File: config.mk
export PLATFORM = sky130hd
export DESIGN_NAME = spdif_sample_scheduler
export DESIGN_NICKNAME = d
export VERILOG_FILES = /design/src/rtl/spdif_sample_scheduler.sv
export SDC_FILE = /design/constraint.sdc
export NUM_CORES = 1
export LEC_CHECK = 0
export BUFFER_PORTS_ARGS = -buffer_cell sky130_fd_sc_hd__buf_2
export CORE_MARGIN = 4
export CORE_UTILIZATION = 55
export CTS_CLUSTER_SIZE = 25
export DETAILED_ROUTE_END_ITERATION = 10
export PLACE_DENSITY = 0.88
export SYNTH_ARGS = -nofsm -noshare
export SYNTH_HDL_FRONTEND = slang
export SYNTH_SLANG_ARGS = --single-unit
File: constraint.sdc
create_clock -name clk -period 3.5 [get_ports clk]
set_input_delay 0.35 -clock clk [delete_from_list [all_inputs] [get_ports clk]]
set_output_delay 0.35 -clock clk [all_outputs]
set_load 0.1 [all_outputs]
File: src/rtl/spdif_sample_scheduler.sv
// Sequences left/right samples into the S/PDIF subframe assembler: pops L/R pairs on channel-A requests,
// tracks the channel-status block position, flags underruns, and starts/stops only on frame boundaries.
module spdif_sample_scheduler #(
    parameter int                   DATA_W    = 20,
    parameter int                   BLOCK_LEN = 192,
    parameter logic [BLOCK_LEN-1:0] CS_BITS   = '0,
    parameter int                   CNT_W     = 16
) (
    input  logic              clk,
    input  logic              rst_n,
    input  logic              enable,
    input  logic [DATA_W-1:0] l_data,
    input  logic              l_valid,
    output logic              l_ready,
    input  logic [DATA_W-1:0] r_data,
    input  logic              r_valid,
    output logic              r_ready,
    input  logic              sf_req,
    input  logic              sf_chan,
    output logic [DATA_W-1:0] word,
    output logic              v_flag,
    output logic              cs_bit,
    output logic              block_start,
    output logic              tx_run,
    output logic              seq_err,
    output logic [CNT_W-1:0]  underrun_cnt
);

    localparam int IDX_W = (BLOCK_LEN > 1) ? $clog2(BLOCK_LEN) : 1;

    typedef enum logic [1:0] {IDLE, ARM, RUN, DRAIN} state_t;

    state_t              state_reg, state_next;
    logic                serve, drain_done;
    logic                serve_a, serve_b, pair_ok;
    logic [IDX_W-1:0]    frame_idx_reg;
    logic [IDX_W-1:0]    cs_idx;
    logic                frame_last;
    logic                exp_chan_reg;
    logic [DATA_W-1:0]   hold_r_reg;
    logic [DATA_W-1:0]   word_reg;
    logic                v_flag_reg, cs_bit_reg, tx_run_reg, seq_err_reg, pop_reg;
    logic [CNT_W-1:0]    underrun_cnt_reg;

    always_ff @(posedge clk or negedge rst_n) begin
        if (!rst_n) begin
            state_reg <= IDLE;
        end else begin
            state_reg <= state_next;
        end
    end

    // In DRAIN the first channel-A request ends the run instead of being served,
    // so a stopped stream never leaves half a frame behind.
    always_comb begin
        state_next = state_reg;
        serve      = 1'b0;
        drain_done = 1'b0;
        case (state_reg)
            IDLE: begin
                if (enable) state_next = ARM;
            end
            ARM: begin
                if (!enable)                 state_next = IDLE;
                else if (l_valid && r_valid) state_next = RUN;
            end
            RUN: begin
                serve = sf_req;
                if (!enable) state_next = DRAIN;
            end
            DRAIN: begin
                if (sf_req) begin
                    if (sf_chan) begin
                        serve = 1'b1;
                    end else begin
                        drain_done = 1'b1;
                        state_next = IDLE;
                    end
                end
            end
            default: state_next = IDLE;
        endcase
    end

    assign serve_a    = serve && !sf_chan;
    assign serve_b    = serve && sf_chan;
    assign pair_ok    = l_valid && r_valid;
    assign cs_idx     = IDX_W'(BLOCK_LEN - 1) - frame_idx_reg;
    assign frame_last = (frame_idx_reg == IDX_W'(BLOCK_LEN - 1));

    always_ff @(posedge clk or negedge rst_n) begin
        if (!rst_n) begin
            pop_reg          <= 1'b0;
            word_reg         <= '0;
            hold_r_reg       <= '0;
            v_flag_reg       <= 1'b1;
            cs_bit_reg       <= CS_BITS[BLOCK_LEN-1];
            frame_idx_reg    <= '0;
            exp_chan_reg     <= 1'b0;
            tx_run_reg       <= 1'b0;
            seq_err_reg      <= 1'b0;
            underrun_cnt_reg <= '0;
        end else begin
            pop_reg <= serve_a && pair_ok;
            if (state_reg == RUN) tx_run_reg <= 1'b1;

            if (drain_done) begin
                tx_run_reg    <= 1'b0;
                word_reg      <= '0;
                hold_r_reg    <= '0;
                v_flag_reg    <= 1'b1;
                frame_idx_reg <= '0;
                exp_chan_reg  <= 1'b0;
            end

            if (serve) begin
                // A mismatched request resyncs the expected channel to what was actually asked for.
                exp_chan_reg <= ~sf_chan;
                if (sf_chan != exp_chan_reg) seq_err_reg <= 1'b1;
            end

            if (serve_a) begin
                cs_bit_reg <= CS_BITS[cs_idx];
                if (pair_ok) begin
                    word_reg   <= l_data;
                    hold_r_reg <= r_data;
                    v_flag_reg <= 1'b0;
                end else begin
                    word_reg   <= '0;
                    hold_r_reg <= '0;
                    v_flag_reg <= 1'b1;
                    if (underrun_cnt_reg != {CNT_W{1'b1}})
                        underrun_cnt_reg <= underrun_cnt_reg + 1'b1;
                end
            end

            if (serve_b) begin
                word_reg      <= hold_r_reg;
                frame_idx_reg <= frame_last ? '0 : frame_idx_reg + 1'b1;
            end
        end
    end

    assign l_ready      = pop_reg;
    assign r_ready      = pop_reg;
    assign word         = word_reg;
    assign v_flag       = v_flag_reg;
    assign cs_bit       = cs_bit_reg;
    assign block_start  = (frame_idx_reg == '0);
    assign tx_run       = tx_run_reg;
    assign seq_err      = seq_err_reg;
    assign underrun_cnt = underrun_cnt_reg;

endmodule
-- Word-level counts from Yosys, hierarchy flattened
Memories as Yosys holds them, arrays and structs flattened. A register that Yosys moved wholly into a read port is not among the register bits.
Index checks and enable logic that the tools add are counted.
- add/sub/neg operators: 3
- equality and inequality tests: 11
- multiplexer cells: 29
- bitwise gates (word level): 2
- reduce and logical (&&, ||, !) cells: 16
- operators by type and width (cell ; number):
    20-bit 2-to-1 mux ; 6
    8-bit 2-to-1 mux ; 3
    16-bit by 1-bit adder with 16-bit output (second input constant) ; 1
    16-bit inequality test (second input constant) ; 1
    1-bit 2-to-1 mux ; 12
    2-bit 2-to-1 mux ; 6
    8-bit by 1-bit adder with 8-bit output (second input constant) ; 1
    8-bit == test (second input constant) ; 1
    8-bit logical NOT ; 1
    2-bit inequality test (second input constant) ; 4
    2-bit case mux with 4 select lines ; 1
    2-bit nonzero test ; 4
    8-bit subtractor (first input constant) ; 1
    5-bit AND reduction ; 1
    2-bit == test (second input constant) ; 2
    1-bit logical AND ; 4
    3-bit inequality test (second input constant) ; 1
    3-bit AND reduction ; 1
    3-bit nonzero test ; 1
    2-bit by 1-bit == test with 1-bit output (second input constant) ; 1
    1-bit logical NOT ; 2
    2-bit logical NOT ; 1
    1-bit inverter ; 2
    1-bit case mux with 2 select lines ; 1
    other kinds (2) ; 2
- bits in registers: 71
- bits in read-only memories: 256
- input port bits: 47
- output and inout port bits: 43
- logic and storage cells: 72
- memories: 1
- memories (memory ; words ; bits a word ; read ports ; clocked after memory_dff ; write ports ; RTL line ; source):
    (name not given) ; 256 ; 1 ; 1 ; 1 ; 0 ; 123 ; cs_bit_reg <= CS_BITS[cs_idx];

-- Longest topological paths before layout
- depth after elaboration: 6
- mapped depth: 6
- depth with buffers taken out: 6

-- Least setup slack after synthesis
OpenSTA, ideal clock, no wires.
- kind: flip-flop to flip-flop
- from: reg underrun_cnt_reg[0] (netlist: underrun_cnt[0])
- to: reg underrun_cnt_reg[6] (netlist: underrun_cnt[6])
- library setup time: 0.160 ns
- arrival: 2.195 ns
- data required time: 3.340 ns
- slack: 1.145 ns
- cell stages (with the launch flop): 7
- path buffers: 0
- clock period less this slack: 2.355 ns
- cell sequence: dfrtp_1 > ha_1 > nand2_1 > or3_1 > a21oi_2 > nand4_1 > xnor2_1
- longest elaborated chain between the ends: 2
- elaborated cells on any way between the ends: 3
- classes of those cells: add/sub: 1; eq/ne: 1; reduce/logical: 1
- RTL lines (element ; RTL line ; source):
    start: declaration ; 43 ; logic [CNT_W-1:0] underrun_cnt_reg;
    start signal: assignment ; 133 ; underrun_cnt_reg <= underrun_cnt_reg + 1'b1;
    parallel branches: the longest is 2 deep, another holds 16-bit by 1-bit adder with 16-bit output ; n/a ;
Several ways; the timed one is not identified.
A chain may end at the register's enable or synchronous reset.

-- Worst setup path in the final report
- from: reg frame_idx_reg[5]
- to: out block_start
- longest elaborated chain between the ends: 1
- RTL lines (element ; RTL line ; source):
    start: declaration ; 36 ; logic [IDX_W-1:0] frame_idx_reg;
    start signal: assignment ; 139 ; frame_idx_reg <= frame_last ? '0 : frame_idx_reg + 1'b1;
    8-bit logical NOT ; 149 ; assign block_start = (frame_idx_reg == '0);
    end: declaration ; 23 ; output logic block_start,
Every way passes these cells.

==> run metrics <==
status finished, final reports clean; most frequent cell after synthesis dfrtp_1; cell accounting for the most synthesized area dfrtp_1; PD cells between 900 and 1000 nW/um^2; Setup WS post-layout roughly 1500 ps; worst r2r path cells 3; LEAKAGE between 0.0015 and 0.002 uW; layout cells sized above 1 roughly 31%; DRC 0; Crit. End Element primary output; largest net degree at the start of global routing 56; CTS sink count 71; CP Max Fanout 5; Seq/Total Area, Yosys a little under three fifths; final WL around 7400 um; Routed WL per cell around 16 um; Final Hold Fails 0; initial antenna violation count 0; critical path launch point type flop; DR iter-0 viols between 200 and 250; Slew Limit Fails 0; Placed Cells 433; CTS Buffer Depth 2; Async S/R FF share, synth 100%; post_cts resized 0; Post-CTS Setup Bufs 0; EDFF count, synth 0; crit path kind reg2out; Mapped Cells approximately 290; Util after Layout slightly below 70%; CP cell instances nor4_1, and3_1, buf_2; CP max stage cell dfrtp_1; ranking of synthesized cells by area dfrtp_1 (56%), nor2_1 (6.5%), a22o_1 (6.2%), a221oi_1 (5.6%), xnor2_1 (3.1%); fillers 418; Mean Syn Cell Area between 10 and 15 um^2; # IOs 90; Die Span Y approximately 83 um; Post-CTS Hold Buffers 1; Req. time, crit path approximately 3200 ps; Non-Filler Instances between 400 and 500; Min-Delay Path Depth 2; Tot GR Track Use roughly 23%; CTS root buffer clkbuf_8; remaining antenna violation count after routing 0; Core Footprint 5510 um^2; final critical-path required period 2000 ps; Area Overhead vs Synth 22.3%; synthesized area roughly 3100 um^2; max_cap viols 0; row cnt 27; max incr delay on CP around 430 ps; die width slightly above 80 um; drt first pass iters 4; synth warn 0; Fin Clk Skew between 9 and 10 ps; port bufs between 80 and 90; clk slew on worst S/H paths around 80 ps; critical path depth in cells 3; Initial Utilization a little under three fifths; die area roughly 7000 um^2; vias per inst ~5.8; Final TNS setup 0 ps; Relative slew margins 41.8%; nets between 400 and 500; CTS tree yes; most frequent cells after synthesis dfrtp_1 (70), nor2_1 (54), a22o_1 (22); period utilization 57.1%; Hold WC Path Type in2reg; Detailed Place HPWL ~5200 um; #FFs+latches synth between 70 and 80; first-pass GRT wire length between 10000 and 15000 um; CP Buf/Inv Count 1; Most used DFF post-synth dfrtp_1; cts bufs inserted 9; vias after detailed routing around 2600; Crit path max-delay family simple AND/OR/NAND/NOR gates; clock latency on the worst-skew pair between 300 and 400 ps; post-place setup slack between 1000 and 1500 ps; Overall Power about 3600 uW; CP arrival 1650 ps; fmax 501 MHz; Worst-Margin Slew 873 ps; antenna cells 0; Max rail drop VDD between 600 and 700 uV; number of global-route vias before repair between 2000 and 3000; library cells used by synthesis 45; GP Congestion between 0.8 and 0.9; syn_nets 336; H-Tree Level Count 3; endpoints failing setup 0; RSZ-0062 raised after global routing false; Synth top area share between 50% and 60%; GRT overflow 0
## metal layers
metal | track usage (%) | vias up | share of wire (%)
li1 | - | 1203 | -
met1 | 29.7 | 1293 | 41
met2 | 37.3 | 77 | 52
met3 | 4.37 | 11 | 5.2
met4 | 8.47 | 0 | 1.7
met5 | 0 | - | 0
## cells by family (layout without fill, tap and decap cells)
| group | Yosys count | in the layout | synth area share (%) |
|---|---|---|---|
| fa+ha+maj | 3 | 3 | 1.21 |
| other cells | 1 | 1 | 0.121 |
| xor+xnor | 13 | 13 | 3.66 |
| compound gates | 70 | 70 | 18.1 |
| buf+inv | 20 | 111 | 2.70 |
| simple gates | 106 | 106 | 16.3 |
| mux | 2 | 2 | 0.685 |
| flops | 71 | 71 | 57.2 |
## metrics by stage
step	hold slack, ps	instance area, um^2
floorplan	54.4	3110
global placement	277	3590
detailed placement	281	3590
CTS	221	3800
global route	223	3800
finish	236	3800
## final timing paths
path / end / from / slack, ps
max reg2reg: hold_r_reg[13]$_DFFE_PN0P_ / flop / 1550
min: hold_r_reg[8]$_DFFE_PN0P_ / r_data[8] / 240
min in group asynchronous: word[8]$_DFFE_PN0P_ / rst_n / 460
min reg2reg: seq_err$_DFFE_PN0P_ / seq_err$_DFFE_PN0P_ / 490
max in group asynchronous: underrun_cnt[6]$_DFFE_PN0P_ / rst_n / 2040
max: block_start / frame_idx_reg[5]$_DFFE_PN0P_ / 1500
## cell type report
cell class | instances | area (um^2) | share of cell area [%]
Inverter | 4 | 15.0 | 0.395
Multi-Input combinational cell | 195 | 1250 | 32.8
Tap cell | 72 | 90.1 | 2.37
Timing Repair Buffer | 92 | 473 | 12.4
Sequential cell | 71 | 1780 | 46.8
Clock buffer | 10 | 138 | 3.62
Clock inverter | 5 | 58.8 | 1.55
## cells in the final DEF, fill, tap and decap left out, drive strengths merged, types with 10 or more instances in the layout
cell     n
dfrtp   70
nand3   10
a221oi  20
a22o    22
xnor2   11
buf     91
nand2   18
o21ai   11
clkbuf  10
nor2    54
## power by group
part	internal, uW	total (uW)	switching [uW]
registers	1050	1210	167
logic	317	1750	1430
clock network	345	648	304
Power figures use the tool's default switching activity.
